==> src/rtl/pwr_cntr_pkg.sv <==
// Shared definitions for the transition-counter bank.
//   CNT_W   : width of every activity counter
//   CNT_SAT : value a counter sticks at once it overflows
//   estado_t: host-side FSM states (IDLE, DUMP)
package pwr_cntr_pkg;
  localparam int CNT_W = 32;
  localparam logic [CNT_W-1:0] CNT_SAT = '1;

  typedef enum logic {
    IDLE = 1'b0,
    DUMP = 1'b1
  } estado_t;
endpackage

==> src/rtl/popcount_sat_add.sv <==
// Per-channel toggle accumulator: counts the bits that differ between the
// current and previous probe sample and adds that to the running count,
// clamping at CNT_SAT instead of wrapping.
//   actual : current probe sample
//   previo : previous probe sample (history)
//   cuenta : current counter value
//   suma   : saturated cuenta + popcount(actual ^ previo)
module popcount_sat_add
  import pwr_cntr_pkg::*;
#(
  parameter int PROBE_W = 8
) (
  input  logic [PROBE_W-1:0] actual,
  input  logic [PROBE_W-1:0] previo,
  input  logic [CNT_W-1:0]   cuenta,
  output logic [CNT_W-1:0]   suma
);
  localparam int PC_W = $clog2(PROBE_W + 1);

  logic [PC_W-1:0]  pc;
  logic [CNT_W:0]   ext;

  always_comb begin
    pc = '0;
    for (int b = 0; b < PROBE_W; b++) pc = pc + PC_W'(actual[b] ^ previo[b]);
    // one spare MSB catches the carry that signals overflow
    ext  = {1'b0, cuenta} + (CNT_W + 1)'(pc);
    suma = ext[CNT_W] ? CNT_SAT : ext[CNT_W-1:0];
  end
endmodule

==> src/rtl/contador_transiciones_sinc.sv <==
// Synchronous transition-counter bank. Watches NUM_CNTR probe buses and
// keeps a saturating 32-bit bit-toggle count per channel. The host reads
// (LE=1) or writes (LE=0, wr=1) counters by address, or streams all of
// them out with a one-cycle volcar request.
//   clk, reset          : clock, synchronous active-high reset
//   habilitar           : counting enable
//   sondas              : probe buses, channel i = [i*PROBE_W +: PROBE_W]
//   dir, LE, wr, dato_in: host address / read-not-write / write strobe / data
//   volcar              : dump request
//   dato_out, dato_valido, ultimo, ocupado : registered read/dump response
module contador_transiciones_sinc
  import pwr_cntr_pkg::*;
#(
  parameter int NUM_CNTR = 3,
  parameter int NDIR     = 2,
  parameter int PROBE_W  = 8
) (
  input  logic                        clk,
  input  logic                        reset,
  input  logic                        habilitar,
  input  logic [NUM_CNTR*PROBE_W-1:0] sondas,
  input  logic [NDIR-1:0]             dir,
  input  logic                        LE,
  input  logic                        wr,
  input  logic [CNT_W-1:0]            dato_in,
  input  logic                        volcar,
  output logic [CNT_W-1:0]            dato_out,
  output logic                        dato_valido,
  output logic                        ultimo,
  output logic                        ocupado
);
  logic [NUM_CNTR-1:0][CNT_W-1:0] cnt, cnt_inc;
  logic [NUM_CNTR*PROBE_W-1:0]    hist;
  logic                           primado;
  logic [NUM_CNTR-1:0]            wr_hit;
  logic [CNT_W-1:0]               rd_val, dump_val;
  logic [NDIR-1:0]                idx;
  estado_t                        estado;

  for (genvar g = 0; g < NUM_CNTR; g++) begin : g_ch
    popcount_sat_add #(.PROBE_W(PROBE_W)) u_ch (
      .actual (sondas[g*PROBE_W +: PROBE_W]),
      .previo (hist[g*PROBE_W +: PROBE_W]),
      .cuenta (cnt[g]),
      .suma   (cnt_inc[g])
    );
  end

  // Address decode by comparison so out-of-range dir simply matches nothing
  // (reads return 0, writes are dropped).
  always_comb begin
    rd_val   = '0;
    dump_val = '0;
    wr_hit   = '0;
    for (int i = 0; i < NUM_CNTR; i++) begin
      if (dir == NDIR'(i)) rd_val   = cnt[i];
      if (idx == NDIR'(i)) dump_val = cnt[i];
      wr_hit[i] = !LE && wr && (dir == NDIR'(i));
    end
  end

  // Counters and history. The first enabled edge after reset only loads the
  // history so the arbitrary initial probe value is not counted as toggles.
  always_ff @(posedge clk) begin
    if (reset) begin
      cnt     <= '0;
      hist    <= '0;
      primado <= 1'b0;
    end else begin
      if (habilitar) begin
        hist    <= sondas;
        primado <= 1'b1;
      end
      for (int i = 0; i < NUM_CNTR; i++) begin
        if (wr_hit[i])                 cnt[i] <= dato_in;
        else if (habilitar && primado) cnt[i] <= cnt_inc[i];
      end
    end
  end

  // Host response FSM. Word 0 is issued on the edge that accepts volcar so
  // the dump data starts one cycle after the request; idx then points at
  // the next word to send and is parked at 0 while IDLE.
  always_ff @(posedge clk) begin
    if (reset) begin
      estado      <= IDLE;
      idx         <= '0;
      dato_out    <= '0;
      dato_valido <= 1'b0;
      ultimo      <= 1'b0;
      ocupado     <= 1'b0;
    end else begin
      case (estado)
        IDLE: begin
          ultimo <= 1'b0;
          if (volcar) begin
            estado      <= DUMP;
            ocupado     <= 1'b1;
            dato_out    <= dump_val;
            dato_valido <= 1'b1;
            ultimo      <= (NUM_CNTR == 1);
            idx         <= NDIR'(1);
          end else if (LE) begin
            dato_out    <= rd_val;
            dato_valido <= 1'b1;
          end else begin
            dato_valido <= 1'b0;
          end
        end
        DUMP: begin
          if (ultimo) begin
            // last word already out: release ocupado one cycle after ultimo
            estado      <= IDLE;
            ocupado     <= 1'b0;
            dato_valido <= 1'b0;
            ultimo      <= 1'b0;
            idx         <= '0;
          end else begin
            dato_out    <= dump_val;
            dato_valido <= 1'b1;
            ultimo      <= (idx == NDIR'(NUM_CNTR - 1));
            idx         <= idx + 1'b1;
          end
        end
        default: estado <= IDLE;
      endcase
    end
  end
endmodule

==> config.mk <==
export PLATFORM = sky130hd
export DESIGN_NAME = contador_transiciones_sinc
export DESIGN_NICKNAME = d
export VERILOG_FILES = /design/src/rtl/pwr_cntr_pkg.sv /design/src/rtl/popcount_sat_add.sv /design/src/rtl/contador_transiciones_sinc.sv
export SDC_FILE = /design/constraint.sdc
export NUM_CORES = 1
export LEC_CHECK = 0
export BUFFER_PORTS_ARGS = -buffer_cell sky130_fd_sc_hd__buf_2
export CELL_PAD_IN_SITES_DETAIL_PLACEMENT = 1
export CELL_PAD_IN_SITES_GLOBAL_PLACEMENT = 2
export CORE_MARGIN = 2
export CORE_UTILIZATION = 37
export DETAILED_ROUTE_END_ITERATION = 16
export PLACE_DENSITY_LB_ADDON = 0.25
export SYNTH_ARGS = -nofsm -noshare
export SYNTH_HDL_FRONTEND = slang
export SYNTH_HIERARCHICAL = 1
export SYNTH_SLANG_ARGS = --single-unit
==> constraint.sdc <==
create_clock -name clk -period 6.4 [get_ports clk]
set_input_delay 0.64 -clock clk [delete_from_list [all_inputs] [get_ports clk]]
set_output_delay 0.64 -clock clk [all_outputs]
set_load 0.05 [all_outputs]
==> Yosys cells after proc, flatten, opt, wreduce, memory -nomap -nowiden <==
Cells that the tools add are included.
Widths: inputs -> output; s select.
{ "word_totals": {"ff_bits": 159, "wordCells": 115, "input_bits": 64} }
{ "classes": {"addsub": 25, "reduce_logical": 13, "n_bitwise": 25, "n_eq_ne": 8, "n_mux": 33} }
{ "ops": {"columns": ["cell", "count"], "rows": [
  ["$mux 32", 18],
  ["$add 32x4->33", 3],
  ["$add 4x4->4", 21],
  ["$pmux 32 s2", 1],
  ["$xor 1x1->1", 24],
  ["$pmux 1 s2", 4],
  ["$mux 1", 7],
  ["$ne 2x2->1 const B", 3],
  ["$reduce_bool 2->1", 3],
  ["$logic_and 1x1->1", 5],
  ["$eq 2x1->1 const B", 2],
  ["$eq 2x2->1 const B", 2],
  ["$logic_not 2->1", 2],
  ["$mux 2", 2],
  ["$pmux 2 s2", 1],
  ["$reduce_and 2->1", 2],
  ["$ne 3x3->1 const B", 1],
  ["$add 2x1->2 const B", 1],
  ["$logic_not 1->1", 1],
  ["$not 1->1", 1]
]} }

==> Longest topological paths before layout <==
{ "logic_depth": {"word_depth": 12, "depth_mapped": 17, "ltp_nobuf": 15} }

==> Hierarchy <==
The synthesis kept the hierarchy.
{ "modules_own_cells": {"columns": ["module", "cells_each", "instances", "area_per_inst_um2"], "rows": [
  ["contador_transiciones_sinc", 955, 1, 8156.6],
  ["popcount_sat_add at g_ch[0].u_ch ...", 193, 2, 1322.5],
  ["popcount_sat_add at g_ch[2].u_ch", 178, 1, 1221.2]
]} }

==> Worst setup path after synthesis <==
No wires, ideal clock.
{ "synth_timing": {"kind": "input to register", "startpoint": "input sondas[18]", "endpoint": "register cnt[89] in the netlist's numbering", "n_path_buf": 2, "slack_ns": 1.573, "t_arrival_ns": 4.736, "cell_stages": 15, "path_cell_list": "xor2_1 -> fa_1 -> inv_1 -> fa_1 -> fa_1 -> fa_1 -> fa_1 -> nor2b_1 -> o21ai_1 -> or4_4 -> buf_6 -> buf_6 -> nand3_1 -> nand3_1 -> a311oi_1"} }
{ "synth_lines": {"columns": ["element", "line_no", "text"], "rows": [
  ["from (decl)", "contador_transiciones_sinc.sv:21", "input logic [NUM_CNTR*PROBE_W-1:0] sondas,"],
  ["to (signal, indexed assignment)", "contador_transiciones_sinc.sv:75", "if (wr_hit[i]) cnt[i] <= dato_in;"],
  ["to (signal, indexed assignment)", "contador_transiciones_sinc.sv:76", "else if (habilitar && primado) cnt[i] <= cnt_inc[i];"],
  ["to (decl)", "contador_transiciones_sinc.sv:32", "logic [NUM_CNTR-1:0][CNT_W-1:0] cnt, cnt_inc;"]
]} }

==> out/metrics.csv <==
metric,value,unit
switchingPower,1016,uW
initial_core_util,37.24,%
core,32290,um2
r2r-end,cnt[68]$_SDFFE_PP0P_,
area_growth,8.689,%
r2r_slack,1.41,ns
final_core_util,40.47,%
whs,0.4542,ns
gp_congestion,0.8194,
swShare,35.02,%
power_leakage,0.004785,uW
max-slew-margin-rel,25.98,%
worst_pin_slew,1.105,ns
synthCells,1519,
io_pins,99,
port_buffers,98,
avgSynthCellArea,7.915,um2
synth_area_leaders,"dfxtp_1 (26%), nand3_1 (7.2%), nand2_1 (6.5%)",
die_x,184.3,um
synthFlopType,dfxtp_1,
dieArea,33950,um2
synth_top_area_cell,dfxtp_1,
htree_levels,4,
drive_gt1_share,14.51,%
path_clk_slew,0.06,ns
yosys.area.top_type_share,26.48,%
clockBufferDepth,2,
dp.cells,1942,
highest_layer,met4,
die_h,184.3,um
p_int,1884,uW
fin_nets,1622,
rows,66,
wl,45790,um
fin_worst_skew,0.01197,ns
p_per_area,221.9,nW/um2
outcome,"finished, final reports clean",
drc,0,
irDropWorstVdd,183.4,uV
dp.final_hpwl,30350,um
syn-num-nets,1622,
finalNonFillerCells,1972,
cts_setup_buffers,0,
cts_resized,0,
cap_violations,0,
timing.rr.start,hist[18]$_SDFFE_PP0P_,
arrival,5.34,ns
p_total,2900,uW
netlist_area,12020,um2
cp-start-kind,flop,
firstDrtPassIters,5,
diodes,0,
clock_latency,0.45,ns
cts_hold_buf,0,
cts-buffers-inserted,17,
hold_path.class,primary input to flop,
via_per_inst,6.154,
fmax,0.2005,GHz
synth_top_cells_by_count,"nand2_1 (209), nand3_1 (172), dfxtp_1 (159)",
grt_overflow,0,
power.share.clock,33.8,%
cts_tree,built,
cts.sinks,159,
worstHoldStart,sondas[13],
wl_met3,1913,um
grtUsageTotal,27.18,%
ys_warn_count,6,
path_class,flop to flop,
tns,0,ns
m1WireLength,20700,um
wl_met2,22220,um
whs_path_depth,3,
grt_max_degree,70,
grt_setup_unrepaired,no,
synth-async-reset-ratio,0,%
drv_slew,0,
synth_edf_count,0,
period_share,77.95,%
p_seq_share,39.0,%
ys_types,68,
reg2reg_depth,13,
cts-root-buf,clkbuf_16,
ant_nets,0,
hold_viol_final,0,
routedWlPerCell,23.22,um
antenna_found_initial,0,
grt_first_pass_wirelength,71420,um
synth_seq_cells,159,
finalSetupViolCount,0,
endpoint_kind,flop,
vias,12136,
synth.yosys.seq_area_share,26.48,%
synthMostInstantiatedCell,nand2_1,
fin_crit,4.989,ns
worstPathMaxFanout,20,
fillers,3909,
crit_required,6.76,ns
grt_pass1_vias,12247,
drt_iter0_drc,797,
holdPathEnd,hist[13]$_SDFFE_PP0P_,
p_comb_share,27.2,%
power groups by stage:
stage                     Combinational, uW  Clock [uW]  Sequential [uW]
after floorplan                         550           0             1150
after global placement                  758           0             1150
after detailed placement                789           0             1150
after CTS                               792        1000             1130
after global routing                    877        1040             1140
final                                   790         980             1130
layout make-up:
| type | count | area [um2] | share of cell area, % |
|---|---|---|---|
| Multi-Input combinational cell | 1177 | 7980 | 61.07 |
| Inverter | 44 | 165.2 | 1.264 |
| Tap cell | 442 | 553.0 | 4.232 |
| Timing Repair Buffer | 120 | 660.6 | 5.056 |
| Clock inverter | 8 | 67.56 | 0.5170 |
| Sequential cell | 159 | 3187 | 24.39 |
| Clock buffer | 22 | 454.2 | 3.476 |
worst max path at each step:
stage                                startpoint                   end  cells after the start
final                     hist[18]$_SDFFE_PP0P_  cnt[68]$_SDFFE_PP0P_                     13
after global routing      hist[18]$_SDFFE_PP0P_  cnt[68]$_SDFFE_PP0P_                     13
after CTS                 hist[18]$_SDFFE_PP0P_  cnt[68]$_SDFFE_PP0P_                     13
after detailed placement             sondas[18]  cnt[68]$_SDFFE_PP0P_                     14
after global placement               sondas[18]  cnt[68]$_SDFFE_PP0P_                     14
after floorplan                      sondas[18]  cnt[89]$_SDFFE_PP0P_                     15
stage by stage:
step,instance area (um2),setup WS [ns]
final,13070,1.411
after CTS,13070,1.394
after floorplan,12020,1.573
after detailed placement,12550,0.9909
after global placement,12550,1.031
after global routing,13070,1.127
registers in the layout, summed over array words and instances (netlist names):
register,flops
dato_valido,1
dato_out,32
cnt,96
ultimo,1
ocupado,1
hist,24
idx,2
primado,1
estado,1
layer usage:
metal	vias up	track usage [%]
met5	-	0
li1	5665	-
met1	6093	34.76
met4	0	8.288
met3	65	3.300
met2	313	47.71
layout by cell type (no fill, tap or decap), types with 7 or more instances in the layout:
master / count
nor2b_1: 38
o311ai_1: 31
nor2_1: 142
xor2_1: 21
o31ai_1: 30
buf_2: 96
fa_1: 15
or4_1: 33
nand2_1: 208
clkbuf_16: 17
nand3_1: 172
a311oi_2: 32
a211oi_1: 8
dfxtp_1: 158
nor3_1: 7
o21ai_2: 8
mux2_2: 7
mux2_1: 7
or3_1: 15
nand4_1: 29
o21ai_1: 8
o2bb2ai_1: 32
a21oi_1: 12
inv_1: 44
a21o_1: 8
mux2i_1: 56
xnor2_1: 16
nor4_1: 16
a221oi_1: 32
and4_1: 10
ha_1: 23
buf_4: 24
o21ai_0: 13
o41ai_1: 11
a311oi_1: 64
logic make-up (layout without fill, tap and decap cells):
family          count (synthesis)  in the layout  share of synthesized area [%]
simple gates                  721            721                          29.83
mux                            70             70                          5.974
xor+xnor                       37             37                          2.695
compound gates                310            310                          22.69
fa+ha+maj                      39             39                          4.995
buf+inv                       183            194                          7.347
flops                         159            159                          26.48
worst max-delay path, cell delays in order (launching register included):
cell and delay (ns):
dfxtp_1 0.32, xor2_1 0.17, fa_1 0.54, inv_1 0.06, fa_1 0.50, fa_1 0.47
fa_1 0.49, fa_1 0.44, nor2b_1 0.28, o21ai_1 0.25, or4_4 0.78, a21bo_1 0.25
nand3_1 0.07, a311oi_1 0.27
(Power assumes the default switching activity.)
